File: config.mk
export PLATFORM = sky130hd
export DESIGN_NAME = puf_eval_ctrl
export DESIGN_NICKNAME = d
export VERILOG_FILES = /design/src/rtl/puf_eval_ctrl.sv
export SDC_FILE = /design/constraint.sdc
export NUM_CORES = 1
export LEC_CHECK = 0
export ABC_AREA = 1
export CORE_ASPECT_RATIO = 0.75
export CORE_MARGIN = 2
export CORE_UTILIZATION = 44
export CTS_BUF_LIST = sky130_fd_sc_hd__clkbuf_4
export CTS_CLUSTER_SIZE = 8
export DETAILED_ROUTE_END_ITERATION = 6
export GPL_TIMING_DRIVEN = 0
export PLACE_DENSITY = 0.78
export REMOVE_ABC_BUFFERS = 1
export SYNTH_ARGS = -nofsm -noshare
export SYNTH_HDL_FRONTEND = slang
export SYNTH_SLANG_ARGS = --single-unit
File: constraint.sdc
create_clock -name clk_i -period 1.2 [get_ports clk_i]
set_input_delay 0.18 -clock clk_i [delete_from_list [all_inputs] [get_ports clk_i]]
set_output_delay 0.18 -clock clk_i [all_outputs]
set_load 0.02 [all_outputs]
File: src/rtl/puf_eval_ctrl.sv
// puf_eval_ctrl: challenge/response sequencer and sole driver of the 8-bit ring-oscillator PUF array.
// Define PUF_MAJORITY_VOTE_EN to repeat the evaluation NUM_VOTES times and report a per-bit majority.
module puf_eval_ctrl #(
    parameter int RST_CYCLES  = 4,
    parameter int MEAS_CYCLES = 1024,
    parameter int NUM_VOTES   = 3
) (
    input  logic       clk_i,
    input  logic       reset_i,
    input  logic       chal_valid_i,
    output logic       chal_ready_o,
    input  logic [7:0] chal_in_i,
    output logic       rsp_valid_o,
    input  logic       rsp_ready_i,
    output logic [7:0] rsp_out_o,
    output logic       rsp_unstable_o,
    output logic       busy_o,
    output logic [7:0] puf_challenge_o,
    output logic       puf_reset_o,
    input  logic [7:0] puf_response_i
);
    localparam int MAX_CYCLES = (RST_CYCLES > MEAS_CYCLES) ? RST_CYCLES : MEAS_CYCLES;
    localparam int CW = $clog2(MAX_CYCLES + 1);
    localparam logic [CW-1:0] RST_LAST  = CW'(RST_CYCLES - 1);
    localparam logic [CW-1:0] MEAS_LAST = CW'(MEAS_CYCLES - 1);

    if (RST_CYCLES < 1 || MEAS_CYCLES < 1 || NUM_VOTES < 1 || (NUM_VOTES % 2) == 0) begin : g_bad_params
        $error("puf_eval_ctrl: illegal parameter set");
    end

    typedef enum logic [2:0] {
        S_IDLE = 3'd0,
        S_RST  = 3'd1,
        S_MEAS = 3'd2,
        S_SAMP = 3'd3,
        S_DONE = 3'd4
    } state_t;

    state_t        state_q, state_d;
    logic [CW-1:0] cnt_q, cnt_d;
    logic [7:0]    chal_q, chal_d;
    logic [7:0]    rsp_q, rsp_d;
    logic          rsp_valid_q, chal_ready_q, busy_q, puf_reset_q;

`ifdef PUF_MAJORITY_VOTE_EN
    localparam int VW = $clog2(NUM_VOTES + 1);
    localparam logic [VW-1:0] VOTE_LAST = VW'(NUM_VOTES - 1);
    localparam logic [VW-1:0] VOTE_HALF = VW'(NUM_VOTES / 2);
    localparam logic [VW-1:0] VOTE_ALL  = VW'(NUM_VOTES);

    logic [VW-1:0] vote_q, vote_d;
    logic [VW-1:0] ones_q [8];
    logic [VW-1:0] ones_d [8];
    logic          unstable_q, unstable_d;
`endif

    // Next-state, counter, challenge latch and response/vote computation
    always_comb begin
        state_d = state_q;
        cnt_d   = cnt_q;
        chal_d  = chal_q;
        rsp_d   = rsp_q;
`ifdef PUF_MAJORITY_VOTE_EN
        vote_d     = vote_q;
        unstable_d = unstable_q;
        for (int i = 0; i < 8; i++) begin
            ones_d[i] = ones_q[i];
        end
`endif
        case (state_q)
            S_IDLE: begin
                if (chal_valid_i) begin
                    state_d = S_RST;
                    chal_d  = chal_in_i;
                    cnt_d   = {CW{1'b0}};
`ifdef PUF_MAJORITY_VOTE_EN
                    vote_d = {VW{1'b0}};
                    for (int i = 0; i < 8; i++) begin
                        ones_d[i] = {VW{1'b0}};
                    end
`endif
                end else begin
                    state_d = S_IDLE;
                end
            end
            S_RST: begin
                if (cnt_q == RST_LAST) begin
                    cnt_d   = {CW{1'b0}};
                    state_d = S_MEAS;
                end else begin
                    cnt_d = cnt_q + CW'(1);
                end
            end
            S_MEAS: begin
                if (cnt_q == MEAS_LAST) begin
                    cnt_d   = {CW{1'b0}};
                    state_d = S_SAMP;
                end else begin
                    cnt_d = cnt_q + CW'(1);
                end
            end
            S_SAMP: begin
`ifdef PUF_MAJORITY_VOTE_EN
                for (int i = 0; i < 8; i++) begin
                    ones_d[i] = ones_q[i] + VW'(puf_response_i[i]);
                end
                if (vote_q == VOTE_LAST) begin
                    state_d    = S_DONE;
                    unstable_d = 1'b0;
                    for (int i = 0; i < 8; i++) begin
                        rsp_d[i] = (ones_d[i] > VOTE_HALF);
                        if (ones_d[i] != {VW{1'b0}} && ones_d[i] != VOTE_ALL) begin
                            unstable_d = 1'b1;
                        end else begin
                            unstable_d = unstable_d;
                        end
                    end
                end else begin
                    vote_d  = vote_q + VW'(1);
                    state_d = S_RST;
                end
`else
                rsp_d   = puf_response_i;
                state_d = S_DONE;
`endif
            end
            S_DONE: begin
                if (rsp_ready_i) begin
                    state_d = S_IDLE;
                end else begin
                    state_d = S_DONE;
                end
            end
            default: begin
                state_d = S_IDLE;
                cnt_d   = {CW{1'b0}};
            end
        endcase
    end

    // State, counters and registered outputs; outputs reflect the state being entered
    always_ff @(posedge clk_i) begin
        if (reset_i) begin
            state_q      <= S_IDLE;
            cnt_q        <= {CW{1'b0}};
            chal_q       <= 8'h00;
            rsp_q        <= 8'h00;
            rsp_valid_q  <= 1'b0;
            chal_ready_q <= 1'b0;
            busy_q       <= 1'b0;
            puf_reset_q  <= 1'b1;
`ifdef PUF_MAJORITY_VOTE_EN
            vote_q     <= {VW{1'b0}};
            unstable_q <= 1'b0;
            for (int i = 0; i < 8; i++) begin
                ones_q[i] <= {VW{1'b0}};
            end
`endif
        end else begin
            state_q      <= state_d;
            cnt_q        <= cnt_d;
            chal_q       <= chal_d;
            rsp_q        <= rsp_d;
            rsp_valid_q  <= (state_d == S_DONE);
            chal_ready_q <= (state_d == S_IDLE);
            busy_q       <= (state_d != S_IDLE);
            puf_reset_q  <= (state_d == S_RST);
`ifdef PUF_MAJORITY_VOTE_EN
            vote_q     <= vote_d;
            unstable_q <= unstable_d;
            for (int i = 0; i < 8; i++) begin
                ones_q[i] <= ones_d[i];
            end
`endif
        end
    end

    assign chal_ready_o    = chal_ready_q;
    assign rsp_valid_o     = rsp_valid_q;
    assign rsp_out_o       = rsp_q;
    assign busy_o          = busy_q;
    assign puf_challenge_o = chal_q;
    assign puf_reset_o     = puf_reset_q;
`ifdef PUF_MAJORITY_VOTE_EN
    assign rsp_unstable_o  = unstable_q;
`else
    assign rsp_unstable_o  = 1'b0;
`endif

endmodule

# Yosys cells after proc, flatten, opt, wreduce, memory -nomap -nowiden

Index checks and enable logic that the tools add are counted.

Register bits: 34
Bits of input ports: 20
Output and inout port bits: 21

Add/subtract/negate cells: 1
Eq/ne operators: 9
Mux-type cells: 9
Bitwise operators: 1
Reduce and logical (&&, ||, !) cells: 6

Operators by type and width:

| kind                                                                     | number |
|---|---|
| 11-bit case mux with 4 select lines                                      | 1 |
| 11-bit two-way mux                                                       | 3 |
| 3-bit case mux with 5 select lines                                       | 1 |
| 11-bit by 1-bit adder with 11-bit output (second input constant)         | 1 |
| 11-bit by 10-bit equality test with 1-bit output (second input constant) | 1 |
| 11-bit by 2-bit equality test with 1-bit output (second input constant)  | 1 |
| 3-bit two-way mux                                                        | 3 |
| 3-bit by 1-bit equality test with 1-bit output (second input constant)   | 2 |
| 3-bit by 2-bit equality test with 1-bit output (second input constant)   | 2 |
| 3-bit equality test (second input constant)                              | 2 |
| 3-bit logical NOT                                                        | 2 |
| 2-bit AND reduction                                                      | 2 |
| 3-bit nonzero test                                                       | 1 |
| 2-bit inequality test (second input constant)                            | 1 |
| 2-bit OR reduction                                                       | 1 |
| 1-bit two-way mux                                                        | 1 |
| 1-bit NOT                                                                | 1 |

# Longest topological paths before layout

Gate-level depths: netlist of run 1.

Word-level depth: 4
Depth in mapped cells: 9
Gate-level depth less buffers: 9

# Worst setup path before layout of run 1

OpenSTA, ideal clock, no wires.

Kind: reg-to-reg
Start: reg cnt_q[0]
End: reg cnt_q[1]
Arrival: 1,224 ps
Data required time: 1,085 ps
Slack: -139 ps
Stages on the path, launching flop included: 9
Clock period less this slack: 1,339 ps
Cell sequence: dfxtp_1 -> ha_1 -> inv_1 -> nor2_1 -> nand2_1 -> o21bai_2 -> nand3_4 -> nand2_4 -> nor2_2

Longest elaborated chain between the ends: 3

RTL lines:

| element                                                                | RTL line | text |
|---|---|---|
| from (decl)                                                            | 40       | `logic [CW-1:0] cnt_q, cnt_d;` |
| from (signal assigned)                                                 | 145      | `cnt_q <= {CW{1'b0}};` |
| from (signal assigned)                                                 | 161      | `cnt_q <= cnt_d;` |
| 11-bit by 1-bit adder with 11-bit output, or another cell as far along | 91, 99   |  |
| 11-bit two-way mux, on equally long branches                           | 95, 87   |  |
| 11-bit case mux with 4 select lines *                                  | 70       | `case (state_q)` |

Mark *: on every way between the ends. The rest lies on a longest branch, timed or not.
A chain may end at the register's enable or synchronous reset.

# Worst setup path after layout of run 1

Start: reg cnt_q[1]
End: reg busy_q, in the netlist busy_o

Longest elaborated chain between the ends: 4

RTL lines:

| element                                                                                                             | RTL line | text |
|---|---|---|
| 11-bit by 10-bit equality test with 1-bit output or 11-bit by 2-bit equality test with 1-bit output (tied branches) | 95, 87   |  |
| 3-bit two-way mux, on equally long branches                                                                         | 95, 87   |  |
| 3-bit case mux with 5 select lines *                                                                                | 70       |  |
| 3-bit nonzero test *                                                                                                | 166      | `busy_q <= (state_d != S_IDLE);` |
| to (signal assigned)                                                                                                | 166      |  |
| to (decl)                                                                                                           | 43       | `logic rsp_valid_q, chal_ready_q, busy_q, puf_reset_q;` |

Marked as above.

==> reports/metrics.cfg, run 1 <==
[status]
status=complete, but fails checks
violations=negative setup slack

[floorplan]
start_util_pct=45.6
core-area_sq_mm=0.00327
ios=41
die_h_um=54.4
die_x_um=71.2
rows=18
dieArea_sq_mm=0.00387

[cts]
cts_tree=yes
numCtsBuffers=5
root_buffer=clkbuf_4
cts.sinks=34
clkTransAtPathRegs_ns=0.11
cts_hold_buffers=0
clk_path_buf_depth=2
cts_htree_levels=2
clock_latency_ns=0.34

[placed_design]
dp_hpwl_um=2190
place_area_sq_mm=0.00191
placed_cells=269
port_buffers=39
gp_congestion=0.860

[setup_path]
reg2reg_slack_ns=-0.22
cp-start-kind=flip-flop
criticalPathCategory=reg2reg
worstPathArrival_ns=1.62
setup.worst_path.end_class=flip-flop
path_max_fanout=3
crit_required_ns=1.41

[power]
power.share.clock_pct=34.9
switchingPower_uw=618
p_int_mw=1.80
swShare_pct=25.5
irDropWorstVdd_mv=0.807
leakage_nw=0.897
p_per_area_mw_per_mm2=1140
share_seq_of_total_power_pct=49.4
power_mw=2.42
power_frac_comb_pct=15.7

[yosys]
syn_avg_cell_area_sq_um=7.68
yosys_warnings=0
synth-main-ff-cell=dfxtp_1
syn_inst=194
ys_seq_elements=34
seq_area_frac_synth_pct=45.7
synth_edf_count=0
synthArstFlopShare_pct=0
synth.distinct_cells=31
syn_area_sq_mm=0.00149

[sta]
fmax_ghz=0.706
drv_slew=0
period_minus_slack_ns=1.42
maxSlewHeadroom_pct=66.6
fin_crit_sh_pct=118
hold_slack_ns=0.309
tightest_slew_ns=0.500
hold_violations=0
setup_ws_ns=-0.216
fin_skew_ns=0.00917
rsz0062_at_grt=true
setup_viol=15

[final_layout]
drive_gt1_share_pct=32.3
diodes=0
filler_cell_count=287
synthToLayoutAreaGrowth_pct=43.0
layout_common_cells=49 x nor2_1, 29 x dfxtp_1, 18 x clkdlybuf4s50_1
final_cells=291
design_area_sq_mm=0.00213
layout_commonest_cell=nor2_1
fin_nets=271

[global_route]
grt.total_usage_pct=19.2
grt_pass1_vias=1246
antenna_found_initial=0
grt.overflow.total=0
grt_max_degree=12
grt_pass1_wl_um=5620

[route]
vias=1403
detail_route.wl_per_cell_um=12.4
drt-total-wl_um=3620
routed_via_density=4.82
drt_first_pass_iters=5
antenna_violating_nets_post_route=0
drtIter0Drc=58
drc=0

[hold_path]
hold_path_class=in2reg

[flow_run]
cap_violations=0

-- worst paths after layout --
| check | from | to | cells after the start |
|---|---|---|---|
| worst min-delay path | reset_i | rsp_valid_o$_SDFF_PP0_ | 2 |
| worst max register to register | cnt_q[1]$_SDFFE_PP0P_ | busy_o$_SDFF_PP0_ | 8 |
| worst max-delay path | cnt_q[1]$_SDFFE_PP0P_ | busy_o$_SDFF_PP0_ | 8 |
| worst min register to register | rsp_out_o[5]$_SDFFE_PP0N_ | rsp_out_o[5]$_SDFFE_PP0N_ | 2 |
-- synth_stat cells (2+ instances only) --
cell type,instances,area (sq um)
inv_2,3,11.3
nand4_1,3,18.8
xor2_1,3,26.3
clkbuf_1,2,7.51
a21oi_2,2,17.5
nor2_2,7,43.8
nor2_4,2,22.5
nand3_1,14,70.1
a21oi_1,4,20.0
nand2_4,2,22.5
o21ai_0,17,85.1
nor2_1,51,191
nand3_4,2,35.0
dfxtp_1,34,681
inv_1,18,67.6
nand2_1,15,56.3
-- per-stage QoR --
stage | TNS [ns] | setup slack, ns | util [%]
final | -2.77 | -0.216 | 65.2
after global routing | -4.13 | -0.309 | 65.2
after CTS | -1.97 | -0.169 | 66.4
after detailed placement | -12.25 | -0.435 | 58.5
after global placement | -12.05 | -0.433 | 58.5
after floorplan | -1.67 | -0.142 | -
-- flip-flops by register name (all words and copies together), names as in the netlist --
name and count:
busy_o 1, chal_ready_o 1, cnt_q 11, puf_challenge_o 8, puf_reset_o 1, rsp_out_o 8
rsp_valid_o 1, state_q 3
-- final cells by class --
type	count	area [sq um]	share of cell area (%)
Multi-Input combinational cell	134	802	37.6
Inverter	22	91.3	4.29
Timing Repair Buffer	52	410	19.3
Clock buffer	6	45.0	2.11
Clock inverter	2	37.5	1.76
Sequential cell	34	687	32.2
Tap cell	40	50.0	2.35
Timing Repair inverter	1	7.51	0.352
-- cells by family (layout without fill, tap and decap cells) --
kind of cell	Yosys count	count (layout)	synth area share, %
and+or+nand+nor	102	102	33.9
DFF	34	34	45.7
AOI/OAI and AO/OA	26	26	9.82
buffers and inverters	26	83	7.05
xor gates and xnor gates	3	3	1.76
adders and majority gates	1	1	0.839
other	1	1	0.252
muxes	1	1	0.672
-- worst max-delay path, stage by stage, from the launching register on --
cell      delay (ns)
dfxtp_2         0.37
ha_4            0.17
inv_2           0.04
nor2_2          0.08
nand2_2         0.08
o21bai_4        0.21
nand3_2         0.15
nor2_1          0.12
nor2_1          0.05
-- metal layers --
metal / part of all wire (%) / global-route usage (%)
met1: 48 / 23.9
met2: 46 / 31.8
met3: 5.4 / 6.26
met4: 0.66 / 6.60
met5: 0 / 0
-- timing repair --
action / 4_1_cts / 5_1_grt
gates resized for setup: 55 / 30
cloned: 1 / 0
setup buffers: 11 / 2
pin swaps: 11 / 8
endpoints found under the setup margin: 52 / 49
-- power by group through the flow --
stage          registers, mW  clock network [mW]  logic (mW)
2_1_floorplan           1.26                   0       0.136
3_3_place_gp            1.22                   0       0.334
3_5_place_dp            1.22                   0       0.336
4_1_cts                 1.20               0.866       0.377
5_1_grt                 1.20               0.912       0.414
6_report                1.20               0.846       0.380
No activity file was read; power rests on OpenSTA's default activity.
==> run 2, diff against run 1 <==
--- a/config.mk
+++ b/config.mk
@@ -10,7 +10,6 @@
 export CORE_MARGIN = 2
 export CORE_UTILIZATION = 44
 export CTS_BUF_LIST = sky130_fd_sc_hd__clkbuf_4
-export CTS_CLUSTER_SIZE = 8
 export DETAILED_ROUTE_END_ITERATION = 6
 export GPL_TIMING_DRIVEN = 0
 export PLACE_DENSITY = 0.78
==> results of run 2 <==
The final DEF is identical to that of run 1; final timing and power are the same.
==> RTL edit 1: new RTL, flow settings as in run 1 <==
The parameter `RST_CYCLES` goes from 4 to 2.
--- a/src/rtl/puf_eval_ctrl.sv
+++ b/src/rtl/puf_eval_ctrl.sv
@@ -1,7 +1,7 @@
 // puf_eval_ctrl: challenge/response sequencer and sole driver of the 8-bit ring-oscillator PUF array.
 // Define PUF_MAJORITY_VOTE_EN to repeat the evaluation NUM_VOTES times and report a per-bit majority.
 module puf_eval_ctrl #(
-    parameter int RST_CYCLES  = 4,
+    parameter int RST_CYCLES  = 2,
     parameter int MEAS_CYCLES = 1024,
     parameter int NUM_VOTES   = 3
 ) (
Behaviour: not the same (Yosys sat finds a counterexample within 4 cycles, from zero or initial values and one cycle with reset_i high).
==> RTL edit 1 against run 1 <==
- the run still ends with negative setup slack left
- sequential cell count unchanged
- worst setup slack better by 0.032 ns
- combinational power up 34%
- area after synthesis up 3.2%
- first-iteration DRC count up 50%
- clock skew up 0.0070 ns
- count of clock-buffer cells in the layout down 1
- non-clock buffer count unchanged
- core utilization up 3.6 points
- power up 6.3%
- final area up 7.0%
- routed wire length up 16%
- largest power group unchanged
==> RTL edit 1: results (changes against run 1) <==
| Metric | Value |
|---|---|
| Worst-path maximum fanout | 5 (+2) |
| Met2 usage | 31.96% (+0.17 points) |
| Peak VDD IR | 0.7755 mV (-3.9%) |
| Clock network fraction of total power | 32.5% (-2.4 points) |
| Post-Layout Inst Area | 2280 um2 (+7.0%) |
| Sequential area share after synthesis | 44.26% (-1.4 points) |
| Leakage | 1.033 nW (+15%) |
| Most instantiated cells after synthesis | nor2_1 (56), nand2_1 (38), dfxtp_1 (34) |
| Slowest cell on crit path | dfxtp_4 |
| Unique masters post-synth | 26 (-16%) |
| Count of final setup violators | 22 (+7) |
| Top post-synthesis cells by area | dfxtp_1 (44%), nor2_1 (14%), nand2_1 (9.3%) |
| Fin nets | 299 (+10%) |
| Post-DP HPWL | 2474 um (+13%) |
| Post-Syn Instances | 222 (+14%) |
| Status | finished with violations |
| DR iter-0 viols | 87 (+50%) |
| GPL Wtd Cong | 0.8324 (-3.2%) |
| DP Area | 1943 um2 (+1.7%) |
| Total wire length | 4203 um (+16%) |
| PnR worst setup slack | -0.1834 ns (+0.03209 ns) |
| Area grow syn2layout | 48.25% |
| Hold_ws | 0.4292 ns (+0.1199 ns) |
| Multi-input gate area | 923.4 um2 (+15%) |
| Drt first pass iters | 4 (-1) |
| Post-synthesis mux area share | 0% (-0.67 points) |
| GRT met1 Usage | 28.18% (+4.3 points) |
| Failing checks | negative setup slack |
| First-pass GRT wire length | 6251 um (+11%) |
| Clock-cell share of area | 3.403% (-0.47 points) |
| Reg2reg path depth | 9 (+1) |
| Post-Route Skew | 0.01618 ns (+0.007003 ns) |
| Final Instance Count excl. Fillers | 318 (+9.3%) |
| Met2 WL | 1859 um (+12%) |
| WHS Endpoint | state_q[2] |
| Synth Area in Compound Gates | 10.17% (+0.35 points) |
| Fillers | 286 (-0.35%) |
| PostCTS Resize Cnt | 80 (+45%) |
| Internal | 1.830 mW (+1.4%) |
| Switching power | 744.2 uW (+20%) |
| Comb pwr | 508 uW (+34%) |
| Multi-input combinational cell count | 156 (+16%) |
| DRT met1 WL | 1908 um (+10%) |
| Post-synthesis adder-cell area fraction | 1.627% (+0.79 points) |
-- RTL edit 1: changes by cell type after synthesis, moves of 2 or more --
cell | before | now
nand3_1 | 14 | 16
nand3_2 | 1 | 3
nor2_2 | 7 | 2
nor2_4 | 2 | 0
o211ai_1 | 0 | 2
nand3_4 | 2 | 0
nor2_1 | 51 | 56
xor2_1 | 3 | 0
nand2_4 | 2 | 0
inv_1 | 18 | 24
nand2_1 | 15 | 38
a21oi_2 | 2 | 0
-- RTL edit 1: worst max-delay path by stage --
stage	slack (ns)	cells past startpoint	startpoint	endpoint
final	-0.18	9	cnt_q[1]	cnt_q[10]
after global routing	-0.23	9	cnt_q[1]	busy_o
after CTS	-0.14	9	cnt_q[1]	busy_o
after detailed placement	-0.61	6	reset_i	cnt_q[2]
after global placement	-0.61	6	reset_i	cnt_q[2]
after floorplan	-0.15	8	cnt_q[0]	cnt_q[10]
==> RTL edit 2: new RTL, flow settings as in run 1 <==
Made on the original files. Reset style: asynchronous (`reset_i`), changed in one clocked block.
--- a/src/rtl/puf_eval_ctrl.sv
+++ b/src/rtl/puf_eval_ctrl.sv
@@ -139,7 +139,7 @@
     end
 
     // State, counters and registered outputs; outputs reflect the state being entered
-    always_ff @(posedge clk_i) begin
+    always_ff @(posedge clk_i or posedge reset_i) begin
         if (reset_i) begin
             state_q      <= S_IDLE;
             cnt_q        <= {CW{1'b0}};
Check against the original RTL: differs if reset_i is asserted again (counterexample within 4 cycles, from zero or initial values and one cycle with reset_i high); with reset_i held inactive, the same outputs for 10 cycles.
==> RTL edit 2 against run 1 <==
- the run still ends with negative setup slack left
- global-route usage is 2.7 points higher
- routed wire length is 30% higher
- die area is 15% higher
- worst setup slack worse by 0.0046 ns
- final area is 20% higher
- sequential cell count stayed put
- area after synthesis is 17% higher
- clock skew is 0.0029 ns lower
- final cell count is 3.8% higher
- non-clock buffer count is 10 higher
- sequential share of layout area is 1.4 points higher
- critical endpoint is now cnt_q[0]
- highest routed layer unchanged
Power is not compared: it rests on default switching activity, and its combinational part moved more than twofold at a synthesized area within 25%.
==> RTL edit 2: results (changes against run 1) <==
| Metric | Value |
|---|---|
| Xor/xnor share of the synthesized area | 1.009% (-0.75 points) |
| Share of cells above drive strength 1 | 50.00% (+18 points) |
| Sequential area share after synthesis | 49.06% (+3.4 points) |
| Worst Setup EP | cnt_q[0] |
| Count of final setup violators | 30 (+15) |
| Post-synth ARST share | 100.0% (+100 points) |
| Unique masters post-synth | 28 (-9.7%) |
| Fin nets | 270 (-0.37%) |
| Status | finished with violations |
| FF-to-FF setup slack | -0.22 ns |
| GPL Wtd Cong | 0.9087 (+5.7%) |
| Worst path max stage delay | 0.44 ns (+0.07 ns) |
| Largest net degree at the start of global routing | 35 (+23) |
| Top_reg_cell synth | dfrtp_1 |
| Internal | 3.172 mW |
| Critical Path AT | 1.64 ns (+0.02 ns) |
| Peak VDD IR | 1.789 mV |
| Root buffer cell | clkbuf_4 |
| Hold Violations, Final | 0 (unchanged) |
| Synth Area in Compound Gates | 3.890% (-5.9 points) |
| Post-synthesis mux area share | 10.37% (+9.7 points) |
| First-pass GRT wire length | 7479 um (+33%) |
| Most instantiated cells after synthesis | nand2_1 (34), dfrtp_1 (33), nand3_1 (22) |
| Top post-synthesis cells by area | dfrtp_1 (48%), mux2_2 (10%), nand2_1 (7.3%) |
| Worst-path maximum fanout | 4 (+1) |
| Slowest cell on crit path | dfrtp_1 |
| Worst-path clk slew | 0.10 ns |
| Post-DP HPWL | 2649 um (+21%) |
| Post-Route Skew | 0.006232 ns (-0.002943 ns) |
| Total wire length | 4703 um (+30%) |
| Reg2reg path depth | 7 (-1) |
| Leakage | 1.189 nW |
| Slew headroom | 51.94% (-15 points) |
| Clk buf depth | 2 (unchanged) |
| Failing checks | negative setup slack |
| Post-synthesis adder-cell area fraction | 0.7205% (-0.12 points) |
| Critical path origin | cnt_q[0] |
| Routed vias | 1576 (+12%) |
| Worst Hold Class | primary input to async pin |
| DP Area | 2166 um2 (+13%) |
| Gr usage total | 21.89% (+2.7 points) |
| Port bufs | 39 (unchanged) |
| PnR worst setup slack | -0.2201 ns (-0.004554 ns) |
| Drt first pass iters | 4 (-1) |
| DR iter-0 viols | 98 (+69%) |
[RTL edit 2: cell families (layout without fill, tap and decap cells)]
family	count (synthesis)	count (layout)
AO/OA/AOI/OAI	11	11
XOR/XNOR	2	2
adder cells (fa/ha/maj)	1	1
buffers and inverters	23	90
flip-flops	34	34
multiplexers	16	16
other	1	1
AND/OR/NAND/NOR	94	95
[RTL edit 2: metrics by stage]
step           instances  worst slack [ns]  TNS [ns]  hold WS, ns  power, mW
2_1_floorplan        179           -0.1498    -1.148       0.2704      3.539
3_3_place_gp         270           -0.5230    -22.71       0.4858      4.501
3_5_place_dp         270           -0.5282    -23.71       0.4913      4.590
4_1_cts              299           -0.1825    -2.025       0.3406      5.497
5_1_grt              302           -0.2984    -5.108       0.3433      5.927
6_report             302           -0.2201    -3.528       0.3120      5.584
[RTL edit 2: area by class of cell]
class,instances,area (um2)
fillers,290,1181
multi-input cells,126,992.2
flip-flops and latches,34,858.3
repair buffers,62,500.5
inverters,20,86.33
well taps,52,65.06
clock buffers,5,37.54
clock inverters,3,11.26
[RTL edit 2: power groups by stage]
stage	clock [mW]	sequential [mW]	combinational, mW
detailed placement	0	1.87	2.72
CTS	0.579	1.86	3.05
global placement	0	1.85	2.65
floorplan	0	2.28	1.26
finish	0.566	1.87	3.14
global route	0.643	1.94	3.35
[RTL edit 2: metal layers]
metal	share of wire [%]	routed length, um	GRT usage (%)	vias up
met5	0	0	0	-
met4	3.3	154	12.73	0
met3	6.0	284	5.061	17
met2	49	2319	38.05	73
met1	41	1944	25.58	750
li1	-	-	-	736
[RTL edit 2: timing repair]
action	CTS	global route
gates resized for setup	85	38
gates cloned	0	1
setup buffers	21	2
pin swaps	14	16
endpoints found under the setup margin	85	51
